[src/rtl/uart_rcv_fifo_if.sv]
// Bundle of the serial line, FIFO pop/clear controls and receiver status outputs.
// The master side drives RX and the consumer controls; the slave side is the receiver.
interface uart_rcv_fifo_if #(
    parameter int DATA_BITS  = 8,
    parameter int FIFO_DEPTH = 4
);
    localparam int CNT_W = $clog2(FIFO_DEPTH + 1);

    logic                 RX;
    logic                 rd_en;
    logic                 clr_err;
    logic                 rdy;
    logic [DATA_BITS-1:0] rx_data;
    logic [CNT_W-1:0]     fifo_cnt;
    logic                 frm_err;
    logic                 ovr_err;
    logic                 par_err;

    modport master (
        output RX, rd_en, clr_err,
        input  rdy, rx_data, fifo_cnt, frm_err, ovr_err, par_err
    );

    modport slave (
        input  RX, rd_en, clr_err,
        output rdy, rx_data, fifo_cnt, frm_err, ovr_err, par_err
    );
endinterface

[src/rtl/uart_rcv_fifo.sv]
// UART receiver (LSB first, one stop bit) with false-start rejection, sticky
// framing/overrun/parity flags and a show-ahead RX FIFO.
// Optional parity bit: define UART_RCV_PARITY_EN to build the PARITY state and a live par_err.
module uart_rcv_fifo #(
    parameter int DATA_BITS  = 8,
    parameter int BAUD_DIV   = 2604,
    parameter int FIFO_DEPTH = 4,
    parameter int PARITY_ODD = 0
) (
    input  logic             clk,
    input  logic             rst,
    uart_rcv_fifo_if.slave   bus
);
    localparam int BW = $clog2(BAUD_DIV);
    localparam int CW = $clog2(DATA_BITS);
    localparam int PW = $clog2(FIFO_DEPTH);
    localparam int NW = $clog2(FIFO_DEPTH + 1);
    localparam logic [BW-1:0] HALF_LOAD = BW'(BAUD_DIV / 2 - 1);
    localparam logic [BW-1:0] FULL_LOAD = BW'(BAUD_DIV - 1);
    localparam logic [CW-1:0] LAST_BIT  = CW'(DATA_BITS - 1);
    localparam logic [NW-1:0] DEPTH     = NW'(FIFO_DEPTH);

    // Reject illegal configurations at elaboration time.
    if (DATA_BITS < 5 || DATA_BITS > 9 || BAUD_DIV < 8 || FIFO_DEPTH < 2 ||
        (FIFO_DEPTH & (FIFO_DEPTH - 1)) != 0 || PARITY_ODD < 0 || PARITY_ODD > 1) begin : g_bad_cfg
        $error("uart_rcv_fifo: illegal parameter combination");
    end

    typedef enum logic [2:0] {
        S_IDLE,
        S_START,
        S_DATA,
        S_STOP
`ifdef UART_RCV_PARITY_EN
        , S_PARITY
`endif
    } state_t;

    state_t               r_state, w_next;
    logic                 r_rx_meta, r_rx_s, r_rx_d;
    logic [BW-1:0]        r_baud_cnt;
    logic [CW-1:0]        r_bit_cnt;
    logic [DATA_BITS-1:0] r_shift;
    logic                 w_fall, w_tick, w_push, w_frm_set;
    logic                 r_frm_err, r_ovr_err;
`ifdef UART_RCV_PARITY_EN
    logic                 r_par_bad, r_par_err, w_par_set;
`endif

    logic [DATA_BITS-1:0] r_mem [FIFO_DEPTH];
    logic [PW-1:0]        r_wr_ptr, r_rd_ptr;
    logic [NW-1:0]        r_cnt;
    logic                 w_empty, w_full, w_pop, w_wr, w_ovr_set;

    assign w_fall = r_rx_d & ~r_rx_s;
    assign w_tick = (r_baud_cnt == '0);

    // Double-flop the async RX pin and keep one more stage for falling-edge detection.
    always_ff @(posedge clk or posedge rst) begin
        if (rst) begin
            r_rx_meta <= 1'b1;
            r_rx_s    <= 1'b1;
            r_rx_d    <= 1'b1;
        end else begin
            // NOTE: sequential state uses non-blocking assignments so every flop samples pre-edge values.
            r_rx_meta <= bus.RX;
            r_rx_s    <= r_rx_meta;
            r_rx_d    <= r_rx_s;
        end
    end

    // Frame state register.
    always_ff @(posedge clk or posedge rst) begin
        if (rst) r_state <= S_IDLE;
        else     r_state <= w_next;
    end

    // Next-state decode and stop-bit verdict (push / framing / parity).
    always_comb begin
        // NOTE: every combinational output gets a default first so no path infers a latch.
        w_next    = r_state;
        w_push    = 1'b0;
        w_frm_set = 1'b0;
`ifdef UART_RCV_PARITY_EN
        w_par_set = 1'b0;
`endif
        unique case (r_state)
            S_IDLE:  if (w_fall) w_next = S_START;
            S_START: if (w_tick) w_next = r_rx_s ? S_IDLE : S_DATA;
            S_DATA:  if (w_tick && (r_bit_cnt == LAST_BIT)) begin
`ifdef UART_RCV_PARITY_EN
                w_next = S_PARITY;
`else
                w_next = S_STOP;
`endif
            end
`ifdef UART_RCV_PARITY_EN
            S_PARITY: if (w_tick) w_next = S_STOP;
`endif
            S_STOP:  if (w_tick) begin
                w_next = S_IDLE;
                if (!r_rx_s)         w_frm_set = 1'b1;
`ifdef UART_RCV_PARITY_EN
                else if (r_par_bad)  w_par_set = 1'b1;
`endif
                else                 w_push    = 1'b1;
            end
            default: w_next = S_IDLE;
        endcase
    end

    // Baud down-counter, bit counter and LSB-first shift register.
    always_ff @(posedge clk or posedge rst) begin
        if (rst) begin
            r_baud_cnt <= '0;
            r_bit_cnt  <= '0;
            r_shift    <= '0;
        end else if (r_state == S_IDLE) begin
            if (w_fall) r_baud_cnt <= HALF_LOAD;
        end else if (!w_tick) begin
            r_baud_cnt <= r_baud_cnt - 1'b1;
        end else begin
            r_baud_cnt <= FULL_LOAD;
            if (r_state == S_START) r_bit_cnt <= '0;
            if (r_state == S_DATA) begin
                r_shift   <= {r_rx_s, r_shift[DATA_BITS-1:1]};
                r_bit_cnt <= r_bit_cnt + 1'b1;
            end
        end
    end

`ifdef UART_RCV_PARITY_EN
    // Latch whether the received parity bit disagrees with the data word.
    always_ff @(posedge clk or posedge rst) begin
        if (rst)                                 r_par_bad <= 1'b0;
        else if (r_state == S_PARITY && w_tick)  r_par_bad <= r_rx_s ^ (^r_shift) ^ 1'(PARITY_ODD);
    end

    // Sticky parity flag; a new error wins over clr_err.
    always_ff @(posedge clk or posedge rst) begin
        if (rst)              r_par_err <= 1'b0;
        else if (w_par_set)   r_par_err <= 1'b1;
        else if (bus.clr_err) r_par_err <= 1'b0;
    end
    assign bus.par_err = r_par_err;
`else
    assign bus.par_err = 1'b0;
`endif

    assign w_empty   = (r_cnt == '0);
    assign w_full    = (r_cnt == DEPTH);
    assign w_pop     = bus.rd_en & ~w_empty;
    assign w_wr      = w_push & (~w_full | w_pop);
    assign w_ovr_set = w_push & w_full & ~w_pop;

    // FIFO storage write port.
    // NOTE: the storage array is not reset; only the pointers and count are, which is enough to mark it empty.
    always_ff @(posedge clk) begin
        if (w_wr) r_mem[r_wr_ptr] <= r_shift;
    end

    // FIFO pointers and occupancy; a simultaneous push and pop leaves the count unchanged.
    always_ff @(posedge clk or posedge rst) begin
        if (rst) begin
            r_wr_ptr <= '0;
            r_rd_ptr <= '0;
            r_cnt    <= '0;
        end else begin
            if (w_wr)  r_wr_ptr <= r_wr_ptr + 1'b1;
            if (w_pop) r_rd_ptr <= r_rd_ptr + 1'b1;
            if (w_wr && !w_pop)      r_cnt <= r_cnt + 1'b1;
            else if (!w_wr && w_pop) r_cnt <= r_cnt - 1'b1;
        end
    end

    // Sticky framing and overrun flags; a new error wins over clr_err.
    always_ff @(posedge clk or posedge rst) begin
        if (rst) begin
            r_frm_err <= 1'b0;
            r_ovr_err <= 1'b0;
        end else begin
            if (w_frm_set)        r_frm_err <= 1'b1;
            else if (bus.clr_err) r_frm_err <= 1'b0;
            if (w_ovr_set)        r_ovr_err <= 1'b1;
            else if (bus.clr_err) r_ovr_err <= 1'b0;
        end
    end

    assign bus.rdy      = ~w_empty;
    assign bus.rx_data  = w_empty ? '0 : r_mem[r_rd_ptr];
    assign bus.fifo_cnt = r_cnt;
    assign bus.frm_err  = r_frm_err;
    assign bus.ovr_err  = r_ovr_err;
endmodule

[src/flat_wrapper.sv]
// flat-port wrapper written by rule: the top's interface ports become plain ports
module uart_rcv_fifo_flat 
#(
    parameter int DATA_BITS  = 8,
    parameter int BAUD_DIV   = 2604,
    parameter int FIFO_DEPTH = 4,
    parameter int PARITY_ODD = 0
)
  (clk, rst, bus_RX, bus_rd_en, bus_clr_err, bus_rdy, bus_rx_data, bus_fifo_cnt, bus_frm_err, bus_ovr_err, bus_par_err);
  uart_rcv_fifo_if #(.DATA_BITS(DATA_BITS), .FIFO_DEPTH(FIFO_DEPTH)) bus_i ();
  input  logic clk;
  input  logic rst;
  input wire logic [$bits(bus_i.RX)-1:0] bus_RX;
  input wire logic [$bits(bus_i.rd_en)-1:0] bus_rd_en;
  input wire logic [$bits(bus_i.clr_err)-1:0] bus_clr_err;
  output wire logic [$bits(bus_i.rdy)-1:0] bus_rdy;
  output wire logic [$bits(bus_i.rx_data)-1:0] bus_rx_data;
  output wire logic [$bits(bus_i.fifo_cnt)-1:0] bus_fifo_cnt;
  output wire logic [$bits(bus_i.frm_err)-1:0] bus_frm_err;
  output wire logic [$bits(bus_i.ovr_err)-1:0] bus_ovr_err;
  output wire logic [$bits(bus_i.par_err)-1:0] bus_par_err;
  assign bus_i.RX = bus_RX;
  assign bus_i.rd_en = bus_rd_en;
  assign bus_i.clr_err = bus_clr_err;
  assign bus_rdy = bus_i.rdy;
  assign bus_rx_data = bus_i.rx_data;
  assign bus_fifo_cnt = bus_i.fifo_cnt;
  assign bus_frm_err = bus_i.frm_err;
  assign bus_ovr_err = bus_i.ovr_err;
  assign bus_par_err = bus_i.par_err;
  uart_rcv_fifo #(.DATA_BITS(DATA_BITS), .BAUD_DIV(BAUD_DIV), .FIFO_DEPTH(FIFO_DEPTH), .PARITY_ODD(PARITY_ODD)) u_core (.clk(clk), .rst(rst), .bus(bus_i));
endmodule
[config.mk]
export PLATFORM = sky130hd
export DESIGN_NAME = uart_rcv_fifo_flat
export DESIGN_NICKNAME = d
export VERILOG_FILES = /design/src/rtl/uart_rcv_fifo_if.sv /design/src/rtl/uart_rcv_fifo.sv /design/src/flat_wrapper.sv
export SDC_FILE = /design/constraint.sdc
export NUM_CORES = 1
export LEC_CHECK = 0
export BUFFER_PORTS_ARGS = -buffer_cell sky130_fd_sc_hd__buf_2
export CORE_ASPECT_RATIO = 2
export CORE_MARGIN = 2
export CORE_UTILIZATION = 55
export DETAILED_ROUTE_END_ITERATION = 10
export PLACE_DENSITY = 0.73
export SLEW_MARGIN = 20
export SYNTH_ARGS = -nofsm -noshare
export SYNTH_HDL_FRONTEND = slang
export SYNTH_SLANG_ARGS = --single-unit
[constraint.sdc]
create_clock -name clk -period 4.7 [get_ports clk]
set_clock_uncertainty 0.2 [all_clocks]
set_input_delay 0.47 -clock clk [delete_from_list [all_inputs] [get_ports clk]]
set_output_delay 0.47 -clock clk [all_outputs]
set_load 0.02 [all_outputs]
==> flow_summary.yaml, run 1 <==
route:
  num_vias: 1933
  wl_per_cell_microns: 17.0
  drc: 0
  drtPass1Iterations: 4
  drt_iter0_markers: 56
  vias_per_cell: 5.93
  wl_mm: 5.54
  drtAntennaViolNets: 0
clock_tree:
  cts_resized: 0
  htreeDepth: 3
  clk_pin_slew_ps: 50
  clockBufferDepth: 2
  post-cts-setup-buffer-count: 0
  cts.sinks: 69
  clockRootBuffer: "clkbuf_16"
  holdBufCountCts: 0
  cts_tree: "yes"
  clock_latency_ps: 330
  tritoncts.num_buffers: 9
timing:
  setup_viol: 0
  fin_crit_ps: 2960
  post-route-period-util_pct: 63.0
  tightest_slew_ps: 946
  slew_viol_final: 0
  whs_ps: 38.4
  fin_tns_setup_ps: 0
  worst_slew_margin_rel_pct: 36.8
  max_freq_mhz: 338
  rsz0062_at_grt: "no"
  hold_violations: 0
cells_and_area:
  fill_cells: 419
  final_cells: 326
  fin_nets: 280
  regArea_sq_um: 1890
  diodes: 0
  multiInputGateArea_sq_um: 1280
  drive_gt1_share_pct: 23.8
  areaGrowthSynthToFinish_pct: 13.7
logic_synthesis:
  synth_edf_count: 32
  syn_area_per_cell_sq_um: 13.7
  ys_seq_area_share_pct: 57.8
  ys_async_sr_fraction_pct: 53.6
  syn_inst: 238
  synth_warnings: 0
  ys.flop_type: "dfrtp_1"
  synth.distinct_cells: 55
  syn_area_sq_um: 3270
  synth_nets: 258
  ys_seq_elements: 69
run_status:
  status: "complete, no violations"
setup_path:
  critPathMaxStageDelay_ps: 510
  cp_cell_sequence: "nor4_4 > nand4_4 > nor3_4 > ha_1 > inv_1 > fa_1 > xor2_1 > nor2_1 > xor2_1"
  regToRegEndpoint: "u_core.bus.fifo_cnt[2]"
  reg2reg_slack_ps: 1740
  cp.required_ps: 4750
  end_kind: "flop"
  r2r-start: "u_core.r_baud_cnt[6]"
  cp_num_buf_inv: 1
  r2r_cells: 9
  path_class: "flop to flop"
  start_kind: "flop"
  critPathLaunch: "u_core.r_baud_cnt[6]"
  cp_max_fo: 7
  path_common_cell: "xor2_1"
  arrival_ps: 3010
  slowest_stage: "nor4_4"
  critPathTopFamily: "simple AND/OR/NAND/NOR gates"
power:
  power.density_nw_per_um2: 563
  peakVddDrop_mv: 0.562
  p_leak_nw: 1.56
worst_hold_path:
  hold_class: "input port to asynchronous set/reset pin"
floorplan:
  row_count: 39
  die_w_microns: 58.5
  start_util_pct: 57.3
  die_h_microns: 113
  io_pins: 20
  dieArea_sq_um: 6620
  coreArea_sq_um: 5710
grt:
  antenna_found_initial: 0
  grt_overflow: 0
  grt_pass1_vias: 1983
  track_usage_pct: 19.5
  grt_max_degree: 38
  grt_pass1_wl_mm: 9.29
flow_run:
  drv_cap: 0
placed_design:
  gp_congestion: 0.846
  place_inst: 310
  dp_hpwl_mm: 3.98
  portBuffers: 18
==> power by group <==
| part | internal, mW | leakage [nW] | switching (mW) |
|---|---|---|---|
| registers | 0.677 | 0.761 | 0.0965 |
| clock network | 0.477 | 0.158 | 0.238 |
| logic | 0.277 | 0.639 | 0.328 |
| total | 1.43 | 1.56 | 0.663 |
==> worst min-delay path: stages <==
cell and delay, ps:
buf_2 90, inv_1 40, buf_4 400
==> registers in the layout, summed over array words and instances, names as in the netlist, 2 cells and up <==
signal and count:
u_core.r_baud_cnt 12, u_core.bus.fifo_cnt 3, u_core.r_mem 32, u_core.r_shift 8, u_core.r_bit_cnt 3, u_core.r_state 2, u_core.r_wr_ptr 2, u_core.r_rd_ptr 2
==> per-stage QoR <==
stage / setup slack [ps] / util, % / power (mW) / instance area [sq um]
floorplan: 2040 / - / 1.24 / 3270
global placement: 1900 / 59.5 / 1.39 / 3390
detailed placement: 1800 / 59.5 / 1.40 / 3390
CTS: 1740 / 65.2 / 2.12 / 3720
global route: 1610 / 65.2 / 2.21 / 3720
finish: 1740 / 65.2 / 2.09 / 3720
==> metal layers <==
metal / GRT usage [%] / part of all wire (%) / vias to the layer above
li1: - / - / 919
met1: 19.0 / 36 / 950
met2: 35.0 / 57 / 47
met3: 5.37 / 3.7 / 17
met4: 11.5 / 3.9 / 0
met5: 0 / 0 / -
==> cell usage in the layout (no fill, tap or decap), types with 3 or more instances in the layout <==
cell type  synthesis  layout
nand2_1            9       9
dfrtp_1           34      34
edfxtp_1          32      32
dfstp_2            3       3
xnor2_1            5       5
mux2_4            10      10
o21ai_1            8       8
inv_1             13      13
o211ai_1           3       3
o21ai_0            4       4
nand3_1            3       3
mux4_2             8       8
nor3_1             4       4
nor2_1            15      15
nand4_1            3       3
clkbuf_16          0       9
ha_1              14      14
a21oi_1            9       9
buf_2              1      18
and2_1            12      12
==> cells by family (layout without fill, tap and decap cells) <==
kind of cell / Yosys count / count (layout) / synth area share (%)
flops: 69 / 69 / 57.8
simple gates: 65 / 65 / 12.5
compound gates: 40 / 40 / 8.00
buf+inv: 21 / 48 / 3.02
mux: 20 / 20 / 10.7
fa+ha+maj: 15 / 15 / 5.97
xor+xnor: 7 / 7 / 1.87
other cells: 1 / 1 / 0.115
==> worst max path at each step <==
stage	to	slack, ps	cells past startpoint
final	u_core.bus.fifo_cnt[2]	1740	9
after floorplan	u_core.bus.fifo_cnt[2]	2040	9
after global placement	u_core.bus.fifo_cnt[2]	1900	9
after global routing	u_core.bus.fifo_cnt[2]	1610	9
after CTS	u_core.bus.fifo_cnt[2]	1740	9
after detailed placement	u_core.bus.fifo_cnt[2]	1800	9
==> layout make-up <==
type | count | share of cell area (%)
Clock inverter | 6 | 2.32
Inverter | 13 | 1.31
Timing Repair Buffer | 19 | 2.62
Clock buffer | 10 | 6.42
Multi-Input combinational cell | 148 | 34.4
Tap cell | 61 | 2.05
Sequential cell | 69 | 50.8
==> synth_stat cells, types with 5 or more instances <==
| master | n | area (sq um) |
|---|---|---|
| dfrtp_1 | 34 | 851 |
| edfxtp_1 | 32 | 961 |
| nor2_1 | 15 | 56.3 |
| ha_1 | 14 | 175 |
| inv_1 | 13 | 48.8 |
| and2_1 | 12 | 75.1 |
| mux2_4 | 10 | 150 |
| a21oi_1 | 9 | 45.0 |
| nand2_1 | 9 | 33.8 |
| mux4_2 | 8 | 180 |
| o21ai_1 | 8 | 40.0 |
| xnor2_1 | 5 | 43.8 |
No activity file was read; power rests on OpenSTA's default activity.
==> inputs of run 2 (changes only) <==
CORE_UTILIZATION = 54   (was 55)
PLACE_DENSITY = 0.75   (was 0.73)
clock period = 2.4 ns   (was 4.7 ns; I/O delays follow)
==> run 2 against run 1 <==
- combinational power rose by 110%
- flip-flop and latch count did not move
- the run now ends with negative setup slack left
- register-to-register slack got worse by 1800 ps
- highest routed layer unchanged
- clock power rose by 65%
==> flow_summary.yaml, run 2 (synthesized netlist as in run 1, its figures left out) <==
setup_path:
  path_class: "flop to flop"
  reg2reg_slack_ps: -20
  cp_num_buf_inv: 1
  r2r-start: "u_core.r_baud_cnt[7]"
  cp.required_ps: 2450
  critPathMaxStageDelay_ps: 430
  start_kind: "flop"
  r2r_cells: 9
  cp_cell_sequence: "nor4_4 > nand4_4 > nor3_4 > ha_2 > inv_2 > fa_2 > xor2_1 > nor2_1 > xor2_1"
  arrival_ps: 2470
  end_kind: "flop"
  cp_max_fo: 4
  slowest_stage: "dfrtp_1"
  regToRegEndpoint: "u_core.bus.fifo_cnt[2]"
  critPathTopFamily: "simple AND/OR/NAND/NOR gates"
  path_common_cell: "xor2_1"
cells_and_area:
  fin_util_pct: 66.6
  top_register: "u_core.r_mem"
  diodes: 0
  reg_top3: "u_core.r_mem: 32 flops, u_core.r_baud_cnt: 12 flops, u_core.r_shift: 8 flops"
  mostFrequentLayoutCells: "dfrtp_1 (33), buf_4 (32), edfxtp_1 (32), buf_2 (18), nor2_1 (15)"
  drive_gt1_share_pct: 32.4
  fin_nets: 314
  stdcell_area_sq_um: 3940
  largest_register_ffs: 32
  layout_commonest_cell: "dfrtp_1"
  areaGrowthSynthToFinish_pct: 20.3
worst_hold_path:
  hp-start: "bus_rd_en"
  hold_class: "input port to flop"
  hold_end: "u_core.r_rd_ptr[0]"
  worstHoldPathCells: 3
clock_tree:
  clockBufferDepth: 2
  clockRootBuffer: "clkbuf_16"
  clk_pin_slew_ps: 60
  cts.sinks: 69
  tritoncts.num_buffers: 9
  htreeDepth: 3
  cts_resized: 0
  clock_latency_ps: 340
  cts_tree: "yes"
grt:
  grt_max_degree: 38
  grt_pass1_wl_mm: 10.4
  grt_pass1_vias: 2090
  top_usage_layer: "met2"
  antenna_found_initial: 0
  grtUsageMet2_pct: 33.1
  track_usage_pct: 21.3
  grt_overflow: 0
  use_met1_pct: 27.5
  met3_usage_pct: 5.88
power:
  power.density_nw_per_um2: 989
  p_seq_share_pct: 37.4
  peakVddDrop_mv: 0.624
  p_leak_nw: 1.73
  clkPwrFrac_pct: 30.3
  p_int_mw: 2.60
  switching_power_mw: 1.29
  comb_power_share_pct: 32.3
  p_sw_share_pct: 33.3
timing:
  worst_slew_margin_rel_pct: 60.4
  tightest_slew_ps: 591
  slew_viol_final: 0
  hold_violations: 0
  fin_crit_ps: 2420
  post-route-period-util_pct: 101
  rsz0062_at_grt: "yes"
  setup_viol: 1
  fin_ws_ps: -20.0
  max_freq_mhz: 413
placed_design:
  gp_congestion: 0.806
  dpl_cell_area_sq_um: 3590
  detailedPlace.worstSlack_ps: -70.0
  dp_hpwl_mm: 4.24
  portBuffers: 18
route:
  drc: 0
  vias_per_cell: 5.85
  wl_per_cell_microns: 17.6
  drt_iter0_markers: 73
  wl_mm: 6.37
  drtPass1Iterations: 4
  drtAntennaViolNets: 0
  num_vias: 2116
floorplan:
  row_count: 40
  die_h_microns: 114
  dieArea_sq_um: 6730
  start_util_pct: 55.4
  coreArea_sq_um: 5910
  die_w_microns: 59.0
  io_pins: 20
run_status:
  status: "finished with violations"
  violations: "negative setup slack"
flow_run:
  drv_cap: 0
-- run 2: area by class of cell --
| cell class | count | area (sq um) |
|---|---|---|
| fillers | 420 | 1970 |
| flip-flops and latches | 69 | 1890 |
| multi-input cells | 148 | 1290 |
| repair buffers | 53 | 360 |
| clock buffers | 10 | 229 |
| well taps | 63 | 78.8 |
| inverters | 13 | 48.8 |
| clock inverters | 6 | 40.0 |
-- run 2: tightest hold or removal path, stage by stage --
cell and delay [ps]:
buf_2 120, nand2_1 100, xnor2_1 70
-- run 2: how the worst max path moves through the flow --
stage / from / end / slack [ps] / cells after the start
3_3_place_gp: u_core.r_baud_cnt[11] / u_core.bus.fifo_cnt[2] / 60 / 10
5_1_grt: u_core.r_baud_cnt[11] / u_core.bus.fifo_cnt[2] / -220 / 10
2_1_floorplan: u_core.r_baud_cnt[4] / u_core.bus.fifo_cnt[2] / -160 / 9
4_1_cts: u_core.r_baud_cnt[11] / u_core.bus.fifo_cnt[2] / -50 / 10
6_report: u_core.r_baud_cnt[7] / u_core.bus.fifo_cnt[2] / -20 / 9
3_5_place_dp: u_core.r_baud_cnt[11] / u_core.bus.fifo_cnt[2] / -70 / 10
-- run 2: power groups by stage --
stage          Clock [mW]  Combinational (mW)  Sequential (mW)
6_report             1.18                1.26             1.46
5_1_grt              1.25                1.38             1.47
4_1_cts              1.20                1.26             1.45
3_5_place_dp            0                1.25             1.47
3_3_place_gp            0                1.22             1.46
2_1_floorplan           0               0.850             1.47
-- run 2: what timing repair did --
item / CTS / global route
pin swaps: 1 / 0
buffers inserted: 2 / 4
setup endpoints to repair: 1 / 2
hold endpoints to repair: 37 / 0
hold buffers: 3 / 0
-- run 2: routing by layer --
metal	share of wire [%]	vias up
met5	0	-
met4	2.3	0
met3	3.9	13
met2	51	60
met1	43	1060
li1	-	983
-- run 2: per-stage QoR --
step                power [mW]  hold slack, ps  setup TNS (ps)  cells
finish                    3.89            27.3           -20.0    362
global route              4.09            44.0            -303    362
CTS                       3.92            12.3           -45.5    358
detailed placement        2.73             151           -70.0    337
global placement          2.68             147               0    337
floorplan                 2.32            44.5            -283    238
==> inputs of run 3 (changes only) <==
BUFFER_PORTS_ARGS = default   (was -buffer_cell sky130_fd_sc_hd__buf_2)
CORE_MARGIN = 8   (was 2)
CORE_UTILIZATION = 57   (was 54)
DONT_BUFFER_PORTS = 1   (was default)
==> run 3 against run 2 <==
- first-iteration DRC count increased by 22%
- design area decreased by 1.4%
- count of clock-buffer cells in the layout increased by 2
- maximum frequency decreased by 1.9%
- non-clock buffer count decreased by 17
- sequential share of layout area increased by 0.70 points
- the run still ends with negative setup slack left
==> flow_summary.yaml, run 3 (synthesized netlist as in run 1, its figures left out) <==
run_status:
  status: "finished with violations"
  violations: "negative setup slack"
route:
  drt_iter0_markers: 89
  drtPass1Iterations: 4
  num_vias: 1996
  vias_per_cell: 5.82
  wl_mm: 6.19
  drtAntennaViolNets: 0
  drc: 0
  wl_per_cell_microns: 18.1
clock_tree:
  clk_pin_slew_ps: 50
  clockBufferDepth: 2
  cts_resized: 0
  cts_tree: "yes"
  tritoncts.num_buffers: 9
  cts.sinks: 69
  clockRootBuffer: "clkbuf_16"
  clock_latency_ps: 330
  htreeDepth: 3
timing:
  fin_ws_ps: -66.1
  fin_tns_setup_ps: -66.1
  rsz0062_at_grt: "yes"
  tightest_slew_ps: 577
  setup_viol: 1
  fin_crit_ps: 2470
  hold_violations: 0
  max_freq_mhz: 405
  post-route-period-util_pct: 103
  slew_viol_final: 0
  worst_slew_margin_rel_pct: 61.4
cells_and_area:
  diodes: 0
  largest_register_ffs: 32
  fin_nets: 297
  reg_top3: "u_core.r_mem: 32 flops, u_core.r_baud_cnt: 12 flops, u_core.r_shift: 8 flops"
  final_cells: 343
  fin_util_pct: 69.1
  areaGrowthSynthToFinish_pct: 18.6
  fill_cells: 381
  layout_commonest_cell: "dfrtp_1"
  drive_gt1_share_pct: 27.3
  top_register: "u_core.r_mem"
  mostFrequentLayoutCells: "dfrtp_1 (33), buf_4 (32), edfxtp_1 (32), nor2_1 (15), ha_1 (13)"
setup_path:
  cp_max_fo: 4
  path_class: "flop to flop"
  regToRegEndpoint: "u_core.bus.fifo_cnt[2]"
  reg2reg_slack_ps: -70
  r2r_cells: 9
  critPathLaunch: "u_core.r_baud_cnt[7]"
  cp.required_ps: 2430
  arrival_ps: 2500
  end_kind: "flop"
  start_kind: "flop"
  r2r-start: "u_core.r_baud_cnt[7]"
grt:
  track_usage_pct: 15.1
  grt_pass1_wl_mm: 10.3
  grt_overflow: 0
  grt_pass1_vias: 2053
  antenna_found_initial: 0
  grt_max_degree: 38
floorplan:
  die_w_microns: 69.6
  coreArea_sq_um: 5610
  row_count: 39
  io_pins: 20
  die_h_microns: 123
  dieArea_sq_um: 8560
  start_util_pct: 58.3
worst_hold_path:
  hp-start: "bus_rd_en"
  hold_end: "u_core.bus.ovr_err"
  worstHoldPathCells: 4
  hold_class: "input port to flop"
power:
  p_leak_nw: 1.67
  power.density_nw_per_um2: 1020
  peakVddDrop_mv: 0.861
placed_design:
  dp_hpwl_mm: 4.11
  gp_congestion: 0.884
  place_inst: 319
  portBuffers: 0
flow_run:
  drv_cap: 0
run 3: cell count changes in the layout (fill, tap and decap cells not counted):
cell and delta:
bufinv_16 +1, dlygate4sd3_1 +1, clkbuf_1 +1, clkinv_1 +1, clkinv_4 -2, clkinv_2 -3
clkinvlp_4 +1, clkbuf_8 +1, buf_2 -18
run 3: area by class of cell:
type                            count  area (sq um)  area share (%)
Sequential cell                    69          1890            48.8
Multi-Input combinational cell    148          1290            33.2
Timing Repair Buffer               36           280            7.23
Clock buffer                       12           246            6.35
Tap cell                           61          76.3            1.97
Clock inverter                      4          48.8            1.26
Inverter                           13          48.8            1.26
run 3: how the worst max path moves through the flow:
stage	to	slack [ps]	cells after the start
4_1_cts	u_core.bus.fifo_cnt[2]	-80	10
3_3_place_gp	u_core.bus.fifo_cnt[2]	40	10
3_5_place_dp	u_core.bus.fifo_cnt[2]	-40	10
5_1_grt	u_core.bus.fifo_cnt[2]	-240	10
6_report	u_core.bus.fifo_cnt[2]	-70	9
2_1_floorplan	u_core.bus.fifo_cnt[2]	-160	9
run 3: critical path, stage by stage (launching register included):
cell and delay (ps):
dfrtp_1 420, nor4_4 360, nand4_4 140, nor3_4 210, ha_2 240, inv_2 40
fa_2 330, xor2_1 150, nor2_1 110, xor2_1 190
run 3: where the power goes:
part	total (mW)	switching [mW]	internal (mW)	leakage (nW)
registers	1.43	0.102	1.33	0.790
logic	1.23	0.697	0.530	0.741
clock network	1.28	0.452	0.828	0.136
run 3: stage by stage:
stage | power [mW] | worst slack [ps] | cell area [sq um] | hold WS [ps]
after floorplan | 2.32 | -164 | 3280 | 44.5
after global placement | 2.63 | 40.4 | 3510 | 44.6
after detailed placement | 2.68 | -42.3 | 3510 | 44.6
after CTS | 3.97 | -80.1 | 3860 | 62.5
after global routing | 4.13 | -235 | 3880 | 89.1
final | 3.94 | -66.1 | 3880 | 90.2
run 3: per-layer routing:
layer  track usage (%)  share of wire, %  wire [microns]  vias to the layer above
li1                  -                 -               -                      956
met1              18.1                44            2700                      982
met2              24.6                50            3080                       49
met3              4.58               5.3             328                        9
met4              6.84               1.5              91                        0
met5                 0                 0               0                        -
run 3: what timing repair did:
action	in CTS	in global routing
endpoints found under the setup margin	1	2
buffers inserted	1	3
pin swaps	1	6
hold endpoints to repair	39	0
hold buffers	4	0
